[config.mk]
export PLATFORM = sky130hd
export DESIGN_NAME = vec_regfile_kbank
export DESIGN_NICKNAME = d
export VERILOG_FILES = /design/src/rtl/vec_regfile_kbank.sv
export SDC_FILE = /design/constraint.sdc
export NUM_CORES = 2
export LEC_CHECK = 0
export BUFFER_PORTS_ARGS = -buffer_cell sky130_fd_sc_hd__buf_2
export CORE_UTILIZATION = 31
export CTS_BUF_LIST = sky130_fd_sc_hd__clkbuf_16
export DETAILED_ROUTE_END_ITERATION = 10
export GPL_TIMING_DRIVEN = 0
export PLACE_DENSITY = 0.42
export SYNTH_ARGS = -nofsm -noshare
export SYNTH_HDL_FRONTEND = slang
export SYNTH_SLANG_ARGS = --single-unit
[constraint.sdc]
create_clock -name clk -period 26.8 [get_ports clk]
set_clock_uncertainty 0.15 [all_clocks]
set_input_delay 5.36 -clock clk [delete_from_list [all_inputs] [get_ports clk]]
set_output_delay 5.36 -clock clk [all_outputs]
set_load 0.005 [all_outputs]
[src/rtl/vec_regfile_kbank.sv]
// -----------------------------------------------------------------------------
// vec_regfile_kbank
//   Vector register file for the filter GPU datapath. Each register holds
//   LANES lanes of LANE_W bits. Two combinational read ports and one write
//   port with a per-lane mask. The top NKREG addresses form a read-only kernel
//   window. That window shows one of NBANKS kernel banks, selected by `kernel`.
//   Kernel banks are reloaded through a valid/ready beat stream. Beats collect
//   in a shadow buffer and are committed to the live bank in a single cycle.
//
//   Optional feature macro: RF_WRITE_BYPASS_EN
//     defined   : a write to a general register is forwarded, lane by lane
//                 (masked lanes only), to a read port that addresses the same
//                 register in the same cycle.
//     undefined : reads return the stored value until the clock edge.
//
//   Handshake: a kernel-load beat transfers on a rising clk edge where
//   kl_valid && kl_ready. kl_ready does not depend on kl_valid. While kl_valid
//   is low the load simply waits; it has no timeout.
// -----------------------------------------------------------------------------
module vec_regfile_kbank #(
    parameter int LANES  = 3,
    parameter int LANE_W = 18,
    parameter int NREGS  = 16,
    parameter int NKREG  = 4,
    parameter int NBANKS = 4,
    localparam int AW    = $clog2(NREGS),
    localparam int KB    = $clog2(NBANKS),
    localparam int VW    = LANES * LANE_W
) (
    input  logic              clk,
    input  logic              reset,
    input  logic [KB-1:0]     kernel,
    input  logic              we3,
    input  logic [AW-1:0]     ra1,
    input  logic [AW-1:0]     ra2,
    input  logic [AW-1:0]     ra3,
    input  logic [VW-1:0]     wd3,
    input  logic [LANES-1:0]  wmask,
    output logic [VW-1:0]     rd1,
    output logic [VW-1:0]     rd2,
    output logic              wr_err,
    input  logic              kl_valid,
    output logic              kl_ready,
    input  logic [KB-1:0]     kl_bank,
    input  logic [LANE_W-1:0] kl_data,
    output logic              kl_done,
    output logic              kbusy,
    output logic [1:0]        o_dbg_state
);

    // Number of general (writable) registers sitting below the kernel window.
    localparam int NGEN   = NREGS - NKREG;
    // Beats needed to fill one kernel bank: every lane of every kernel register.
    localparam int NBEATS = NKREG * LANES;
    localparam int CW     = $clog2(NBEATS + 1);
    localparam int SIW    = (NBEATS > 1) ? $clog2(NBEATS) : 1;
    localparam int GIW    = (NGEN > 1) ? $clog2(NGEN) : 1;
    localparam int KIW    = (NKREG > 1) ? $clog2(NKREG) : 1;

    // Kernel banks come out of reset with every lane holding +1.
    localparam logic [LANE_W-1:0] LANE_ONE = LANE_W'(1);
    localparam logic [VW-1:0]     KRESET   = {LANES{LANE_ONE}};

    typedef enum logic [1:0] {
        ST_IDLE   = 2'd0,
        ST_LOAD   = 2'd1,
        ST_COMMIT = 2'd2
    } state_t;

    // Architectural storage.
    logic [VW-1:0]     r_gen   [NGEN];
    logic [VW-1:0]     r_kbank [NBANKS][NKREG];

    // Kernel-load machinery.
    logic [LANE_W-1:0] r_shadow [NBEATS];
    logic [CW-1:0]     r_cnt;
    logic [KB-1:0]     r_tgt;
    state_t            r_state;
    state_t            w_next_state;

    // Registered status pulses.
    logic              r_wr_err;
    logic              r_kl_done;

    // Combinational control.
    logic              w_kl_ready;
    logic              w_kbusy;
    logic              w_commit;
    logic              w_beat_acc;
    logic              w_last_beat;
    logic              w_gen_wr;
    logic              w_kwin_wr;
    logic [VW-1:0]     w_rd1;
    logic [VW-1:0]     w_rd2;

    // Beat handshake and write classification.
    always_comb begin
        w_beat_acc  = kl_valid && w_kl_ready;
        w_last_beat = w_beat_acc && (r_cnt == CW'(NBEATS - 1));
        w_gen_wr    = we3 && (int'(ra3) < NGEN);
        // An all-zero mask is a no-op everywhere, so it never flags an error.
        w_kwin_wr   = we3 && (int'(ra3) >= NGEN) && (int'(ra3) < NREGS) && (|wmask);
    end

    // Load FSM: state register.
    always_ff @(posedge clk) begin
        if (!reset) begin
            r_state <= ST_IDLE;
        end else begin
            r_state <= w_next_state;
        end
    end

    // Load FSM: next-state logic.
    always_comb begin
        w_next_state = r_state;
        case (r_state)
            ST_IDLE: begin
                // A one-beat bank would finish on its first beat.
                if (w_last_beat) begin
                    w_next_state = ST_COMMIT;
                end else if (w_beat_acc) begin
                    w_next_state = ST_LOAD;
                end
            end
            ST_LOAD: begin
                if (w_last_beat) begin
                    w_next_state = ST_COMMIT;
                end
            end
            ST_COMMIT: begin
                w_next_state = ST_IDLE;
            end
            default: begin
                w_next_state = ST_IDLE;
            end
        endcase
    end

    // Load FSM: outputs decoded from the current state.
    always_comb begin
        w_kl_ready = 1'b1;
        w_kbusy    = 1'b0;
        w_commit   = 1'b0;
        case (r_state)
            ST_IDLE: begin
                w_kl_ready = 1'b1;
            end
            ST_LOAD: begin
                w_kl_ready = 1'b1;
                w_kbusy    = 1'b1;
            end
            ST_COMMIT: begin
                w_kl_ready = 1'b0;
                w_kbusy    = 1'b1;
                w_commit   = 1'b1;
            end
            default: begin
                w_kl_ready = 1'b0;
            end
        endcase
    end

    // Shadow buffer, beat counter and target bank; the bank is latched on the first beat.
    always_ff @(posedge clk) begin
        if (!reset) begin
            r_cnt <= '0;
            r_tgt <= '0;
            for (int s = 0; s < NBEATS; s++) begin
                r_shadow[s] <= '0;
            end
        end else if (w_beat_acc) begin
            r_shadow[SIW'(r_cnt)] <= kl_data;
            r_cnt                 <= w_last_beat ? '0 : r_cnt + CW'(1);
            if (r_state == ST_IDLE) begin
                r_tgt <= kl_bank;
            end
        end
    end

    // Live kernel banks change only in the COMMIT cycle, all lanes at once.
    always_ff @(posedge clk) begin
        if (!reset) begin
            for (int b = 0; b < NBANKS; b++) begin
                for (int k = 0; k < NKREG; k++) begin
                    r_kbank[b][k] <= KRESET;
                end
            end
        end else if (w_commit) begin
            for (int k = 0; k < NKREG; k++) begin
                for (int l = 0; l < LANES; l++) begin
                    r_kbank[r_tgt][k][l*LANE_W +: LANE_W] <= r_shadow[k*LANES + l];
                end
            end
        end
    end

    // General registers: masked lane writes. The kernel window is never written here.
    always_ff @(posedge clk) begin
        if (!reset) begin
            for (int g = 0; g < NGEN; g++) begin
                r_gen[g] <= '0;
            end
        end else if (w_gen_wr) begin
            for (int l = 0; l < LANES; l++) begin
                if (wmask[l]) begin
                    r_gen[GIW'(ra3)][l*LANE_W +: LANE_W] <= wd3[l*LANE_W +: LANE_W];
                end
            end
        end
    end

    // Status pulses: wr_err follows a rejected kernel-window write; kl_done follows COMMIT.
    always_ff @(posedge clk) begin
        if (!reset) begin
            r_wr_err  <= 1'b0;
            r_kl_done <= 1'b0;
        end else begin
            r_wr_err  <= w_kwin_wr;
            r_kl_done <= w_commit;
        end
    end

    // One read port: general register, or the selected bank inside the kernel window.
    function automatic logic [VW-1:0] f_read(input logic [AW-1:0] addr);
        logic [VW-1:0]  v;
        logic [KIW-1:0] kidx;
        v    = '0;
        kidx = KIW'(int'(addr) - NGEN);
        if (int'(addr) < NGEN) begin
            v = r_gen[GIW'(addr)];
        end else if (int'(addr) < NREGS) begin
            v = r_kbank[kernel][kidx];
        end
`ifdef RF_WRITE_BYPASS_EN
        // Write-through: only lanes being written this cycle are forwarded.
        if (w_gen_wr && (addr == ra3)) begin
            for (int l = 0; l < LANES; l++) begin
                if (wmask[l]) begin
                    v[l*LANE_W +: LANE_W] = wd3[l*LANE_W +: LANE_W];
                end
            end
        end
`endif
        return v;
    endfunction

    // Combinational read ports.
    always_comb begin
        w_rd1 = f_read(ra1);
        w_rd2 = f_read(ra2);
    end

    assign rd1         = w_rd1;
    assign rd2         = w_rd2;
    assign wr_err      = r_wr_err;
    assign kl_ready    = w_kl_ready;
    assign kl_done     = r_kl_done;
    assign kbusy       = w_kbusy;
    assign o_dbg_state = r_state;

endmodule
Word-level counts from Yosys, hierarchy flattened
Memory sizes are Yosys's and may differ from the RTL's.
Index checks and enable logic that the tools add are counted.
{ "word_totals": {"n_memories": 3, "ram_bits": 1728, "input_bits": 95, "wordCells": 82, "ff_bits": 10} }
{ "op_classes": {"n_eq_ne": 5, "muxes": 44, "n_addsub": 3, "reduce_logical": 14, "bitwise_logic": 2, "order_cmp": 6} }
{ "mem_list": {"columns": ["name", "depth", "width", "rd", "rd_ports_with_merged_regs", "wr", "line_no", "rtl"], "rows": [
  ["r_kbank", 4, 216, 1, 0, 4, "72", "logic [VW-1:0] r_kbank [NBANKS][NKREG];"],
  ["r_gen", 12, 54, 2, 0, 12, "71", "logic [VW-1:0] r_gen [NGEN];"],
  ["r_shadow", 12, 18, 12, 0, 12, "75", "logic [LANE_W-1:0] r_shadow [NBEATS];"]
]} }
{ "op_table": {"columns": ["op", "n"], "rows": [
  ["54-bit 2-to-1 mux", 7],
  ["54-bit binary-select mux with 2-bit select", 2],
  ["216-bit 2-to-1 mux", 1],
  ["216-bit OR reduction", 1],
  ["54-bit OR reduction", 1],
  ["1-bit 2-to-1 mux", 24],
  ["18-bit 2-to-1 mux", 1],
  ["18-bit OR reduction", 1],
  ["4-bit < comparator, second input constant", 3],
  ["4-bit 2-to-1 mux", 3],
  ["2-bit 2-to-1 mux", 4],
  ["3-bit greater-or-equal comparator, second input constant", 2],
  ["2-bit inverter with 3-bit output", 2],
  ["1-bit logical AND", 5],
  ["4-bit by 1-bit adder with 4-bit output, second input constant", 1],
  ["4-bit == test, second input constant", 1],
  ["4-bit greater-or-equal comparator, second input constant", 1],
  ["2-bit case mux with 2 select lines", 1],
  ["2-bit AND reduction", 2],
  ["2-bit OR reduction", 2],
  ["2-bit by 1-bit subtractor with 2-bit output, second input constant", 2],
  ["3-bit 2-to-1 mux", 1],
  ["3-bit != test, second input constant", 1],
  ["3-bit OR reduction", 1],
  ["4 further kinds", 4]
]} }

Longest topological paths before layout
{ "depth": {"ltp_word": 9, "depth_mapped": 9, "mapped_depth_nobuf": 6} }

Least setup slack after synthesis
OpenSTA, ideal clock, no wires.
{ "synth_path": {"path_kind": "input to register", "startpoint": "input reset", "endpoint": "memory r_kbank[2][0] in the netlist's numbering (enable)", "setup_time_ns": 1.091, "path_stages": 3, "arrival_ns": 20.707, "slack_ns": 4.852, "path_cell_list": "nand3_1 -> clkbuf_1 -> o21ai_0"} }
{ "synth_rtl": {"columns": ["item", "line_no", "rtl"], "rows": [
  ["start: declaration", "31", "input logic reset,"],
  ["end: declaration", "72", null]
]} }

Worst setup path after layout
{ "layout_path": {"startpoint": "input kernel[0]", "endpoint": "output rd1[18]"} }
{ "layout_via": {"elab_chain_cells": 5} }
{ "layout_lines": {"columns": ["item", "line_no", "rtl"], "rows": [
  ["start: declaration", "32", "input logic [KB-1:0] kernel,"],
  ["memory read 4 x 216 bit", null, null],
  ["54-bit binary-select mux with 2-bit select", "233", "v = r_kbank[kernel][kidx];"],
  ["54-bit 2-to-1 mux (not written as such) (2 in series)", "233", null],
  ["54-bit 2-to-1 mux", "230", "if (int'(addr) < NGEN) begin"],
  ["end: declaration", "39", "output logic [VW-1:0] rd1,"]
]} }
No other way between the ends. The select of a mux whose other input is x is not followed.

==> impl_results.md <==
- Crit path cell chain: buf_2 > buf_2 > buf_2 > buf_2 > buf_2 > mux2i_1 > o22ai_1 > buf_2
- Final hold vios: 0
- Final core utilization: 0.364
- CTS Buf Count: roughly 210
- Critical path fanouts, max: 10
- Sw frac: 0.264
- Final Cell Area: between 0.1 and 0.15 mm²
- CP max stage cell: buf_2
- Fmax: about 65 MHz
- Root buffer cell: clkbuf_16
- Htree depth: 4
- Crit end category: output port
- Seq pwr share: 0.479
- Area Overhead vs Synth: 16.5%
- Syn avg cell area: 14.7 µm²
- DRC: 0
- FFs w/ async S/R, synth: 0
- Vias per cell: around 5.6
- Cell variety after synth: 46
- Clock tree buffer depth: 4
- Fin. max-slew vios: 53
- Seq/Total Area, Yosys: 0.603
- Clock power share: 0.413
- Number of synthesized flops with an enable pin: ~1700
- Reg2Reg Launch Point: o_dbg_state[1]
- Routed WL per cell: about 38 µm
- Final wirelength: between 300000 and 400000 µm
- WP buf/inv: 6
- Buffers on Ports: ~200
- Nets: ~6500
- Worst slew pin tran: 1.55 ns
- Synthesis-stage register bit count: ~1700
- Period utilization: 0.571
- Psw: between 1.5 and 2 mW
- R2R Setup Slk: about 22 ns
- Critical Path Most Common Cell: buf_2
- Largest net degree at the start of global routing: 47
- Post-CTS resize count: 0
- Slowest stage delay, CP: around 0.87 ns
- Cell-internal power: between 4 and 5 mW
- I/O Pins: 209
- Startpoint Class: primary input
- Sink of the worst hold path: r_kbank[3][124]
- CP required: about 21 ns
- Crit path max-delay family: buffers and inverters
- Worst slew margin: -0.0373
- Post-CTS Hold Buffers: 0
- Final setup TNS: 0 ns
- RSZ-0062 raised after global routing: no
- Hold Crit Start: r_shadow[3][16]
- Post-Synthesis Cells: about 5900
- Crit Path Class: primary input to output port
- Initial core utilization: 0.312
- Row Count: 193
- Area after DPL: 0.0942 mm²
- Most common cell after layout, fill and taps aside: edfxtp_1
- Pre-antenna DRT Iters: 5
- Core area: approximately 0.28 mm²
- Initial antenna violation count: just over 60
- Primary FF master, synth: edfxtp_1
- Most frequent cells in the layout: edfxtp_1 (1728), and2_1 (1680), mux4_2 (486), mux2i_1 (379), buf_2 (336)
- Gate power share: 0.108
- CTS sink count: around 1700
- Power, Total: approximately 6.6 mW
- Grt ovf: 0
- Fin cells: around 10000
- Height of the die: around 530 µm
- Max-cap viol count: 5
- Leak Pwr: roughly 36 nW
- Die X: 530 µm
- Share of layout cells above drive strength 1: 0.197
- Fill count: between 20000 and 30000
- Hold path depth: 1
- Reg2Reg Depth: 9
- Placed insts: slightly below 10000
- First-pass GRT wire length: 512000 µm
- Vias in the first global route: ~56000
- Starting DRT DRC Count: approximately 6900
- Fin crit period: about 15 ns
- Worst Hold Class: flip-flop to flip-flop
- GR Util All Layers: 0.271
- Worst-Skew Late Latency: slightly below 0.9 ns
- Setup-failing EPs final: 0
- Syn. warnings: 0
- Final Wtd Congestion: between 0.8 and 0.9
- Pwr Density: ~66 mW/mm²
- Worst EP arrival: about 10 ns
- Failing checks: capacitance limit, slew limit
- Max VDD drop: between 0.05 and 0.06 mV
- CTS tree: done
- Reg clk slew, reported paths: 0.06 ns
- Total number of vias: 57500
- Worst R2R End: r_kbank[3][168]
- Number of routed nets with antenna violations: 0
- Dpl hpwl: 277000 µm
- Post-CTS setup buffers: 0
- Status: finished with violations
- Post-Syn Area: approximately 0.086 mm²
- Die area: ~0.28 mm²
- Mapped Nets: ~6000
-- Yosys cell counts, types with 3 or more instances --
master | count | area (µm²)
a211oi_1 | 54 | 405
a21oi_1 | 4 | 20.0
a22oi_1 | 108 | 811
a32oi_1 | 54 | 473
and2_1 | 1680 | 10500
buf_1 | 18 | 67.6
buf_2 | 131 | 656
buf_4 | 22 | 165
buf_6 | 4 | 45.0
clkbuf_1 | 329 | 1230
clkbuf_2 | 3 | 15.0
dfxtp_1 | 10 | 200
edfxtp_1 | 1728 | 51900
ha_1 | 7 | 87.6
inv_1 | 7 | 26.3
mux2i_1 | 379 | 3790
mux4_2 | 486 | 10900
nand2_1 | 129 | 484
nand2b_1 | 153 | 957
nand3_1 | 64 | 320
nand3_2 | 4 | 40.0
nand4_1 | 56 | 350
nor2_1 | 46 | 173
nor2_2 | 10 | 62.6
nor2b_1 | 60 | 375
nor3_1 | 55 | 275
nor3_2 | 5 | 50.1
o21ai_0 | 45 | 225
o221ai_1 | 54 | 473
o22ai_1 | 162 | 1010
or3_1 | 12 | 75.1
-- worst max path at each step --
stage,start,end,depth (start not counted),slack [ns]
global placement,reset,r_kbank[2][211],4,-14.66
floorplan,reset,r_kbank[2][0],3,4.85
CTS,kernel[0],rd1[18],8,11.79
finish,kernel[0],rd1[18],8,11.50
detailed placement,kernel[0],rd1[18],8,11.79
global route,kernel[0],rd1[24],8,11.63
-- layer usage --
layer / global-route usage / up-vias / wire length [µm]
met3: 0.0490 / 601 / 28300
met4: 0.106 / 10 / 16800
met5: 0 / - / 66
li1: - / 23500 / -
met2: 0.423 / 2832 / 175000
met1: 0.374 / 30500 / 167000
-- final cells by class --
cell class | instances | area (µm²) | share of cell area
Clock inverter | 160 | 953 | 0.00947
Buffer | 507 | 2210 | 0.0219
Tap cell | 3705 | 4640 | 0.0460
Sequential cell | 1738 | 52100 | 0.517
Timing Repair Buffer | 281 | 2770 | 0.0275
Inverter | 7 | 26.3 | 0.000261
Multi-Input combinational cell | 3645 | 32500 | 0.323
Antenna cell | 30 | 75.1 | 0.000746
Clock buffer | 216 | 5410 | 0.0537
-- through the flow --
stage	hold WS [ns]	setup slack, ns
2_1_floorplan	0.334	4.85
3_3_place_gp	0.372	-14.66
3_5_place_dp	0.409	11.79
4_1_cts	0.397	11.79
5_1_grt	0.420	11.63
6_report	0.406	11.50
-- sequential cells by signal (all words and copies together), names as in the netlist --
signal	count
kl_done	1
o_dbg_state	2
r_cnt	4
r_gen	648
r_kbank	864
r_shadow	216
r_tgt	2
wr_err	1
-- power by group through the flow --
stage               clock network [mW]  registers (mW)  logic, mW
finish                            2.74            3.17      0.714
global route                      2.86            3.18      0.734
CTS                               2.77            3.17      0.715
detailed placement                   0            3.23      0.713
global placement                     0            3.28      0.674
floorplan                            0            3.21      0.347
-- worst reg2reg max path: stages (launching register included) --
cell	delay (ns)
dfxtp_1	0.57
ha_1	0.25
nand2_1	0.15
inv_1	0.25
and3_1	0.18
buf_2	0.57
clkbuf_1	1.09
nand2b_4	0.80
buf_16	0.34
buf_16	0.36
-- cell families (layout without fill, tap and decap cells) --
group	after synthesis	in the layout	share of synthesized area
AND/OR/NAND/NOR	2286	2286	0.160
flip-flops	1738	1738	0.603
multiplexers	866	866	0.171
buffers and inverters	514	1171	0.0256
AO/OA/AOI/OAI	485	485	0.0400
adder cells (fa/ha/maj)	7	7	0.00101
XOR/XNOR	1	1	0.000101
other	0	30	0
No activity file was read; power rests on OpenSTA's default activity.
